File: config.mk
export PLATFORM = sky130hd
export DESIGN_NAME = alu_cmd_sequencer_flat
export DESIGN_NICKNAME = d
export VERILOG_FILES = /design/src/rtl/alu_cmd_sequencer_if.sv /design/src/rtl/alu_cmd_sequencer.sv /design/src/flat_wrapper.sv
export SDC_FILE = /design/constraint.sdc
export NUM_CORES = 1
export LEC_CHECK = 0
export ABC_AREA = 1
export BUFFER_PORTS_ARGS = -buffer_cell sky130_fd_sc_hd__buf_2
export CELL_PAD_IN_SITES_DETAIL_PLACEMENT = 0
export CELL_PAD_IN_SITES_GLOBAL_PLACEMENT = 1
export CORE_MARGIN = 8
export CORE_UTILIZATION = 34
export CTS_BUF_LIST = sky130_fd_sc_hd__clkbuf_2
export CTS_CLUSTER_DIAMETER = 200
export DETAILED_ROUTE_END_ITERATION = 10
export PLACE_DENSITY = 0.69
export SYNTH_ARGS = -nofsm -noshare
export SYNTH_HDL_FRONTEND = slang
export SYNTH_SLANG_ARGS = --single-unit
File: constraint.sdc
create_clock -name clk -period 5.6 [get_ports clk]
set_input_delay 0.56 -clock clk [delete_from_list [all_inputs] [get_ports clk]]
set_output_delay 0.56 -clock clk [all_outputs]
set_load 0.02 [all_outputs]
File: src/rtl/alu_cmd_sequencer_if.sv
// Command, ALU-drive and result channels of the ALU command sequencer.
// The sequencer takes the slave side; the host/ALU/consumer side takes the master side.
interface alu_cmd_sequencer_if #(
  parameter int DEPTH = 4
);
  logic                     cmd_valid;
  logic                     cmd_ready;
  logic signed [4:0]        cmd_a;
  logic signed [4:0]        cmd_b;
  logic                     cmd_a_en;
  logic                     cmd_b_en;
  logic [2:0]               cmd_a_op;
  logic [1:0]               cmd_b_op;

  logic                     ALU_en;
  logic signed [4:0]        A;
  logic signed [4:0]        B;
  logic                     a_en;
  logic                     b_en;
  logic [2:0]               a_op;
  logic [1:0]               b_op;
  logic signed [5:0]        C;

  logic                     res_valid;
  logic                     res_ready;
  logic signed [5:0]        res_data;
  logic                     res_err;
  logic [$clog2(DEPTH):0]   fifo_count;

  modport master (
    output cmd_valid, cmd_a, cmd_b, cmd_a_en, cmd_b_en, cmd_a_op, cmd_b_op,
    input  cmd_ready,
    input  ALU_en, A, B, a_en, b_en, a_op, b_op,
    output C,
    input  res_valid, res_data, res_err,
    output res_ready,
    input  fifo_count
  );

  modport slave (
    input  cmd_valid, cmd_a, cmd_b, cmd_a_en, cmd_b_en, cmd_a_op, cmd_b_op,
    output cmd_ready,
    output ALU_en, A, B, a_en, b_en, a_op, b_op,
    input  C,
    output res_valid, res_data, res_err,
    input  res_ready,
    output fifo_count
  );
endinterface

File: src/rtl/alu_cmd_sequencer.sv
// Buffers ALU commands in a FIFO and issues them one at a time to a registered ALU,
// holding each result until the consumer takes it. Commands with no group enabled are rejected.
module alu_cmd_sequencer #(
  parameter int DEPTH = 4
) (
  input logic                clk,
  input logic                rst,
  alu_cmd_sequencer_if.slave bus
);
  localparam int PTR_W = $clog2(DEPTH);
  localparam int CNT_W = $clog2(DEPTH) + 1;
  localparam logic [CNT_W-1:0] FULL = CNT_W'(DEPTH);

  typedef struct packed {
    logic signed [4:0] a;
    logic signed [4:0] b;
    logic              a_en;
    logic              b_en;
    logic [2:0]        a_op;
    logic [1:0]        b_op;
  } cmd_t;

  typedef enum logic [1:0] {IDLE, ISSUE, CAPTURE, HOLD} state_t;

  cmd_t              mem [DEPTH];
  logic [PTR_W-1:0]  wr_ptr;
  logic [PTR_W-1:0]  rd_ptr;
  logic [CNT_W-1:0]  count;
  cmd_t              head;
  cmd_t              opr_p0;
  logic signed [5:0] res_data_p1;
  logic              res_err_p1;
  logic              vld_p1;
  state_t            state;
  state_t            state_nxt;

  logic push;
  logic pop;
  logic legal_head;
  logic load_opr;
  logic capture;
  logic set_err;
  logic release_res;
  logic alu_en;

  assign bus.cmd_ready = (count != FULL);
  assign push          = bus.cmd_valid && bus.cmd_ready;
  assign head          = mem[rd_ptr];
  assign legal_head    = head.a_en | head.b_en;

  // Command storage is pure data; only pointers and occupancy are reset.
  always_ff @(posedge clk) begin
    if (push) begin
      mem[wr_ptr] <= '{a: bus.cmd_a, b: bus.cmd_b, a_en: bus.cmd_a_en, b_en: bus.cmd_b_en,
                       a_op: bus.cmd_a_op, b_op: bus.cmd_b_op};
    end
  end

  always_ff @(posedge clk or posedge rst) begin
    if (rst) begin
      wr_ptr <= '0;
      rd_ptr <= '0;
      count  <= '0;
    end else begin
      if (push) wr_ptr <= wr_ptr + PTR_W'(1);
      if (pop)  rd_ptr <= rd_ptr + PTR_W'(1);
      case ({push, pop})
        2'b10:   count <= count + CNT_W'(1);
        2'b01:   count <= count - CNT_W'(1);
        default: count <= count;
      endcase
    end
  end

  always_ff @(posedge clk or posedge rst) begin
    if (rst) state <= IDLE;
    else     state <= state_nxt;
  end

  always_comb begin
    state_nxt = state;
    case (state)
      IDLE:    if (count != '0) state_nxt = legal_head ? ISSUE : HOLD;
      ISSUE:   state_nxt = CAPTURE;
      CAPTURE: state_nxt = HOLD;
      HOLD:    if (vld_p1 && bus.res_ready) state_nxt = IDLE;
      default: state_nxt = IDLE;
    endcase
  end

  always_comb begin
    pop         = 1'b0;
    load_opr    = 1'b0;
    set_err     = 1'b0;
    capture     = 1'b0;
    release_res = 1'b0;
    alu_en      = 1'b0;
    case (state)
      IDLE: begin
        if (count != '0) begin
          pop      = 1'b1;
          load_opr = legal_head;
          set_err  = ~legal_head;
        end
      end
      ISSUE:   alu_en      = 1'b1;
      CAPTURE: capture     = 1'b1;
      HOLD:    release_res = vld_p1 && bus.res_ready;
      default: ;
    endcase
  end

  // Stage p0: operand register, loaded only for legal commands so the ALU bus
  // keeps the last issued values across rejected ones.
  always_ff @(posedge clk or posedge rst) begin
    if (rst)           opr_p0 <= '0;
    else if (load_opr) opr_p0 <= head;
  end

  assign bus.ALU_en = alu_en;
  assign bus.A      = opr_p0.a;
  assign bus.B      = opr_p0.b;
  assign bus.a_en   = opr_p0.a_en;
  assign bus.b_en   = opr_p0.b_en;
  assign bus.a_op   = opr_p0.a_op;
  assign bus.b_op   = opr_p0.b_op;

  // Stage p1: result hold register, filled from the ALU or by a rejection.
  always_ff @(posedge clk or posedge rst) begin
    if (rst) begin
      vld_p1      <= 1'b0;
      res_data_p1 <= '0;
      res_err_p1  <= 1'b0;
    end else if (capture) begin
      vld_p1      <= 1'b1;
      res_data_p1 <= bus.C;
      res_err_p1  <= 1'b0;
    end else if (set_err) begin
      vld_p1      <= 1'b1;
      res_data_p1 <= '0;
      res_err_p1  <= 1'b1;
    end else if (release_res) begin
      vld_p1      <= 1'b0;
    end
  end

  assign bus.res_valid  = vld_p1;
  assign bus.res_data   = res_data_p1;
  assign bus.res_err    = res_err_p1;
  assign bus.fifo_count = count;
endmodule

File: src/flat_wrapper.sv
// flat-port wrapper written by rule: the top's interface ports become plain ports
module alu_cmd_sequencer_flat 
#(
  parameter int DEPTH = 4
)
  (clk, rst, bus_cmd_valid, bus_cmd_a, bus_cmd_b, bus_cmd_a_en, bus_cmd_b_en, bus_cmd_a_op, bus_cmd_b_op, bus_cmd_ready, bus_ALU_en, bus_A, bus_B, bus_a_en, bus_b_en, bus_a_op, bus_b_op, bus_C, bus_res_valid, bus_res_data, bus_res_err, bus_res_ready, bus_fifo_count);
  alu_cmd_sequencer_if #(.DEPTH(DEPTH)) bus_i ();
  input logic clk;
  input logic rst;
  input wire logic [$bits(bus_i.cmd_valid)-1:0] bus_cmd_valid;
  input wire logic [$bits(bus_i.cmd_a)-1:0] bus_cmd_a;
  input wire logic [$bits(bus_i.cmd_b)-1:0] bus_cmd_b;
  input wire logic [$bits(bus_i.cmd_a_en)-1:0] bus_cmd_a_en;
  input wire logic [$bits(bus_i.cmd_b_en)-1:0] bus_cmd_b_en;
  input wire logic [$bits(bus_i.cmd_a_op)-1:0] bus_cmd_a_op;
  input wire logic [$bits(bus_i.cmd_b_op)-1:0] bus_cmd_b_op;
  output wire logic [$bits(bus_i.cmd_ready)-1:0] bus_cmd_ready;
  output wire logic [$bits(bus_i.ALU_en)-1:0] bus_ALU_en;
  output wire logic [$bits(bus_i.A)-1:0] bus_A;
  output wire logic [$bits(bus_i.B)-1:0] bus_B;
  output wire logic [$bits(bus_i.a_en)-1:0] bus_a_en;
  output wire logic [$bits(bus_i.b_en)-1:0] bus_b_en;
  output wire logic [$bits(bus_i.a_op)-1:0] bus_a_op;
  output wire logic [$bits(bus_i.b_op)-1:0] bus_b_op;
  input wire logic [$bits(bus_i.C)-1:0] bus_C;
  output wire logic [$bits(bus_i.res_valid)-1:0] bus_res_valid;
  output wire logic [$bits(bus_i.res_data)-1:0] bus_res_data;
  output wire logic [$bits(bus_i.res_err)-1:0] bus_res_err;
  input wire logic [$bits(bus_i.res_ready)-1:0] bus_res_ready;
  output wire logic [$bits(bus_i.fifo_count)-1:0] bus_fifo_count;
  assign bus_i.cmd_valid = bus_cmd_valid;
  assign bus_i.cmd_a = bus_cmd_a;
  assign bus_i.cmd_b = bus_cmd_b;
  assign bus_i.cmd_a_en = bus_cmd_a_en;
  assign bus_i.cmd_b_en = bus_cmd_b_en;
  assign bus_i.cmd_a_op = bus_cmd_a_op;
  assign bus_i.cmd_b_op = bus_cmd_b_op;
  assign bus_cmd_ready = bus_i.cmd_ready;
  assign bus_ALU_en = bus_i.ALU_en;
  assign bus_A = bus_i.A;
  assign bus_B = bus_i.B;
  assign bus_a_en = bus_i.a_en;
  assign bus_b_en = bus_i.b_en;
  assign bus_a_op = bus_i.a_op;
  assign bus_b_op = bus_i.b_op;
  assign bus_i.C = bus_C;
  assign bus_res_valid = bus_i.res_valid;
  assign bus_res_data = bus_i.res_data;
  assign bus_res_err = bus_i.res_err;
  assign bus_i.res_ready = bus_res_ready;
  assign bus_fifo_count = bus_i.fifo_count;
  alu_cmd_sequencer #(.DEPTH(DEPTH)) u_core (.clk(clk), .rst(rst), .bus(bus_i));
endmodule
* After elaboration in Yosys (flattened, before gate mapping)
Memory sizes are Yosys's and may differ from the RTL's.
Index checks and enable logic that the tools add are counted.
** Cells by class
- Equal/unequal tests :: 8
- Bitwise logic cells :: 2
- Add/sub/neg operators :: 4
- Reductions and logical operators :: 8
- Multiplexer cells :: 23
** Operators by type and width (number)
- 1-bit 2-to-1 mux :: 16
- 6-bit 2-to-1 mux :: 2
- 2-bit one-hot mux with 4 select lines :: 1
- 2-bit equality test (second input constant) :: 3
- 2-bit 2-to-1 mux :: 3
- 3-bit one-hot mux with 2 select lines :: 1
- 3-bit nonzero test :: 2
- 2-bit by 1-bit adder with 2-bit output (second input constant) :: 2
- 2-bit by 1-bit equality test with 1-bit output (second input constant) :: 2
- 2-bit by 1-bit != test with 1-bit output (second input constant) :: 2
- 2-bit nonzero test :: 2
- 3-bit by 1-bit adder with 3-bit output (second input constant) :: 1
- 3-bit != test (second input constant) :: 1
- 3-bit by 1-bit subtractor with 3-bit output (second input constant) :: 1
- 1-bit logical AND :: 2
- 2-bit logical NOT :: 1
- 2-bit AND reduction :: 1
- 1-bit NOT :: 1
- 1-bit bitwise OR :: 1
** Storage, ports and cells
- Bits of input ports :: 27
- Output and inout port bits :: 30
- Memories kept :: 1
- Bits in writable memories :: 68
- Flip-flop bits (word level) :: 34
** Memories
- u_core.mem :: words 4, bits a word 17, rd ports 1, clocked after memory_dff 0, write ports 1, line alu_cmd_sequencer.sv:25 : cmd_t mem [DEPTH];

* Depth between registers and ports, before layout
An unclocked memory read counts as a cell.
- Word-level depth :: 7
- Depth in mapped cells :: 12
- Mapped depth without buffers :: 10

* Worst setup path after synthesis
OpenSTA, ideal clock, no wires.
- Path type :: flip-flop to flip-flop
- Start point :: register u_core.state[0]
- End point :: register u_core.count[2] (netlist: u_core.bus.fifo_count[2])
- Buffers on the path :: 2
- Slack :: 3388 ps
- Cell stages (with the launch flop) :: 13
- Data required time :: 5469 ps
- Library setup time :: 131 ps
- Arrival :: 2081 ps
- Cell sequence :: dfrtp_1 inv_1 ha_1 nand2_1 inv_2 buf_6 buf_6 ha_1 inv_1 fa_1 a21oi_1 o21ai_0 xor2_1
** On the way
- Longest elaborated chain between the ends :: 4
- Elaborated cells on any way between the ends :: 6
- Those cells by class :: 2 x eq/ne; 2 x mux; 2 x reduce/logical
** Ends and longest elaborated chain
- start, declared :: line alu_cmd_sequencer.sv:34 : state_t state;
- start signal, assigned :: line alu_cmd_sequencer.sv:77 : else state <= state_nxt;
- 2-bit logical NOT (*) :: line alu_cmd_sequencer.sv:98 : case (state)
- 1-bit 2-to-1 mux (*) :: line alu_cmd_sequencer.sv:98
- named net u_core.pop :: line alu_cmd_sequencer.sv:38 : logic pop;
- 2-bit by 1-bit equality test with 1-bit output or 2-bit equality test (tied branches) :: line alu_cmd_sequencer.sv:67 : case ({push, pop})
- 3-bit one-hot mux with 2 select lines or 2-bit nonzero test (tied branches)
- end signal, assigned :: line alu_cmd_sequencer.sv:68 : 2'b10: count <= count + CNT_W'(1);
- end signal, assigned :: line alu_cmd_sequencer.sv:69 : 2'b01: count <= count - CNT_W'(1);
- end signal, assigned :: line alu_cmd_sequencer.sv:70 : default: count <= count;
- end, declared :: line alu_cmd_sequencer.sv:28 : logic [CNT_W-1:0] count;
Mark *: on every way through the listed nets, which the timed path passes. The rest lies on a longest branch.
A chain may end at the register's enable or synchronous reset.

* Final worst setup path
- Start point :: register u_core.state[1]
- End point :: register u_core.count[2] (netlist: u_core.bus.fifo_count[2])
** On the way
- Longest elaborated chain between the ends :: 4
- Elaborated cells on any way between the ends :: 6
- Those cells by class :: 2 x eq/ne; 2 x mux; 2 x reduce/logical
** Ends and longest elaborated chain (line)
- 2-bit logical NOT (*) :: alu_cmd_sequencer.sv:98
- 1-bit 2-to-1 mux (*) :: alu_cmd_sequencer.sv:98
- 2-bit by 1-bit equality test with 1-bit output or 2-bit equality test (tied branches) :: alu_cmd_sequencer.sv:67
- 3-bit one-hot mux with 2 select lines or 2-bit nonzero test (tied branches)
Every way passes the cells marked *; elsewhere a longest branch is shown, timed or not.

==> results.sh <==
export IMPL_status="finished clean"
export IMPL_dieWidth_um=128
export IMPL_ys_seq_area_share_pct=68.3
export IMPL_first_pass_iters=4
export IMPL_setup_ws_ps=3200
export IMPL_clock_latency_ps=560
export IMPL_worstPathMaxFanout=20
export IMPL_synth_xor_area_share_pct=0.827
export IMPL_wl_met1_mm=3.99
export IMPL_ir_drop_mv=0.157
export IMPL_maxSlewHeadroom_pct=32.6
export IMPL_met2WireLength_mm=4.03
export IMPL_cp_data_required_time_ps=6090
export IMPL_leakagePower_nw=2.03
export IMPL_antenna_found_initial=1
export IMPL_vias_per_cell=4.35
export IMPL_rows=40
export IMPL_worst_ep_arrival_time_ps=2890
export IMPL_grt_overflow_total=0
export IMPL_ant_nets=0
export IMPL_num_vias=2621
export IMPL_hold_buffers=0
export IMPL_syn_avg_cell_area_sq_um=11.3
export IMPL_end_kind="flip-flop"
export IMPL_yosysTopAreaCell="edfxtp_1"
export IMPL_post_cts_setup_buffers=0
export IMPL_min_path_type="input port to asynchronous set/reset pin"
export IMPL_power_density_nw_per_um2=555
export IMPL_clock_skew_ps=32.5
export IMPL_fmax_mhz=416
export IMPL_setup_viol_count_final=0
export IMPL_grt_pass1_vias=2634
export IMPL_clock_sinks=102
export IMPL_routabilityCongestion=0.738
export IMPL_synth_fp_nets=411
export IMPL_register_area_sq_um=2890
export IMPL_finish_utilization_pct=39.3
export IMPL_pin_count=57
export IMPL_multi_input_area_sq_um=1180
export IMPL_grt_pass1_wl_mm=13.7
export IMPL_start_util_pct=35.0
export IMPL_ys_warn_count=0
export IMPL_detail_route_wl_per_cell_um=14.3
export IMPL_synth_cell_types=23
export IMPL_synth_top_family_by_area="simple AND/OR/NAND/NOR gates"
export IMPL_cap_violations=0
export IMPL_synth_fa_ha_area_share_pct=3.13
export IMPL_tightest_slew_ps=1010
export IMPL_p_total_mw=2.64
export IMPL_slew_violations=0
export IMPL_synth_cells=374
export IMPL_synth_seq_cells=102
export IMPL_pre_cts_ws_ps=3220
export IMPL_area_growth_pct=12.5
export IMPL_layout_nets=465
export IMPL_rsz0062_at_grt="no"
export IMPL_criticalPathCategory="flip-flop to flip-flop"
export IMPL_clockRootBuffer="clkbuf_2"
export IMPL_timing_hold_ws_ps=38.4
export IMPL_coreArea_sq_um=12100
export IMPL_finalCriticalPeriod_ps=2400
export IMPL_dr_wl_met3_um=418
export IMPL_cts_tree="yes"
export IMPL_synthMuxAreaShare_pct=0
export IMPL_drive_above_1_share_pct=20.3
export IMPL_synth_area_leaders="edfxtp_1 (48%), dfrtp_1 (20%), nand2_1 (7.4%)"
export IMPL_synth_compound_area_share_pct=4.37
export IMPL_synthSimpleGateAreaFrac_pct=19.3
export IMPL_htreeDepth=3
export IMPL_fill_cells=1194
export IMPL_period_share_pct=42.9
export IMPL_drc=0
export IMPL_hpwlAfterDp_mm=5.64
export IMPL_ctsResizeCount=0
export IMPL_routed_top_layer="met4"
export IMPL_worstSetupStartpointType="flip-flop"
export IMPL_clk_path_buf_depth=2
export IMPL_layout_commonest_cell="nand2_1"
export IMPL_dieHeight_um=128
export IMPL_final_hold_viol_count=0
export IMPL_synth_top_area_share_pct=48.2
export IMPL_wl_mm=8.59
export IMPL_grt_max_degree=37
export IMPL_portBuffers=56
export IMPL_synth_edff_count=68
export IMPL_setup_tns_ps=0
export IMPL_synth_top_flop_cell="edfxtp_1"
export IMPL_cts_buffers=9
export IMPL_layout_common_cells="nand2_1 (83), edfxtp_1 (68), nor2_1 (67), buf_2 (56)"
export IMPL_synth_area_sq_um=4240
export IMPL_cts_clk_slew_worst_paths_ps=280
export IMPL_first_iter_violations=122
export IMPL_async_flop_share_pct=33.3
export IMPL_grtUsageTotal_pct=10.8
export IMPL_die_area_sq_um=16300
-- logic make-up after synthesis --
| family | count (synthesis) |
|---|---|
| flops | 102 |
| buf+inv | 33 |
| compound gates | 37 |
| fa+ha+maj | 10 |
| xor+xnor | 4 |
| simple gates | 188 |
-- registers in the layout, indices dropped and copies added (netlist names), 3 cells and up --
signal	flops
u_core.bus.fifo_count	3
u_core.bus.res_data	6
u_core.bus.a_op	3
u_core.mem	68
u_core.bus.B	5
u_core.bus.A	5
-- report_power, final --
part	switching, mW	leakage, nW	internal, mW
Clock	0.241	0.0707	0.101
Sequential	0.117	1.03	1.04
Combinational	0.792	0.921	0.355
-- routing by layer --
layer  GRT usage, %  vias to the layer above
met5              0                        -
li1               -                     1353
met3           2.54                       10
met4           5.66                        0
met1           13.3                     1206
met2           17.5                       52
-- synthesized netlist by cell type, drive strengths merged, types with 3 or more instances --
library cell,count
nand2,87
nand3,29
clkbuf,4
nor2,72
buf,11
inv,18
o21ai,34
edfxtp,68
xor2,3
dfrtp,34
ha,9
a21oi,3
-- worst paths after layout --
| check | from | end | slack (ps) | cells past startpoint |
|---|---|---|---|---|
| setup / recovery | u_core.state[1] | u_core.bus.fifo_count[2] | 3200 | 10 |
| hold / removal | rst | u_core.bus.res_valid | 40 | 3 |
| setup reg to reg | u_core.state[1] | u_core.bus.fifo_count[2] | 3200 | 10 |
| hold reg to reg | u_core.bus.B[1] | u_core.bus.B[1] | 510 | 2 |
| max in group asynchronous | rst | u_core.wr_ptr[0] | 5230 | 3 |
| min in group clk | bus_C[4] | u_core.bus.res_data[4] | 180 | 3 |
-- per-stage QoR --
step / std cells / instance area (sq um)
2_1_floorplan: 374 / 4240
3_5_place_dp: 585 / 4650
6_report: 602 / 4770
5_1_grt: 602 / 4770
3_3_place_gp: 585 / 4650
4_1_cts: 601 / 4760
-- worst max-delay path, cell delays in order (launching register included) --
cell and delay (ps):
dfrtp_1 480, inv_1 90, ha_1 240, nand2_1 130
inv_2 340, ha_1 210, inv_1 70, fa_1 380
a21oi_1 140, o21ai_0 100, xor2_1 150
-- layout make-up --
| type | instances | area share, % |
|---|---|---|
| flip-flops and latches | 102 | 60.7 |
| multi-input cells | 239 | 24.8 |
| clock inverters | 7 | 1.37 |
| repair buffers | 58 | 6.20 |
| inverters | 18 | 1.52 |
| well taps | 168 | 4.41 |
| diodes | 1 | 0.0525 |
| clock buffers | 9 | 0.945 |
(Power assumes the default switching activity.)
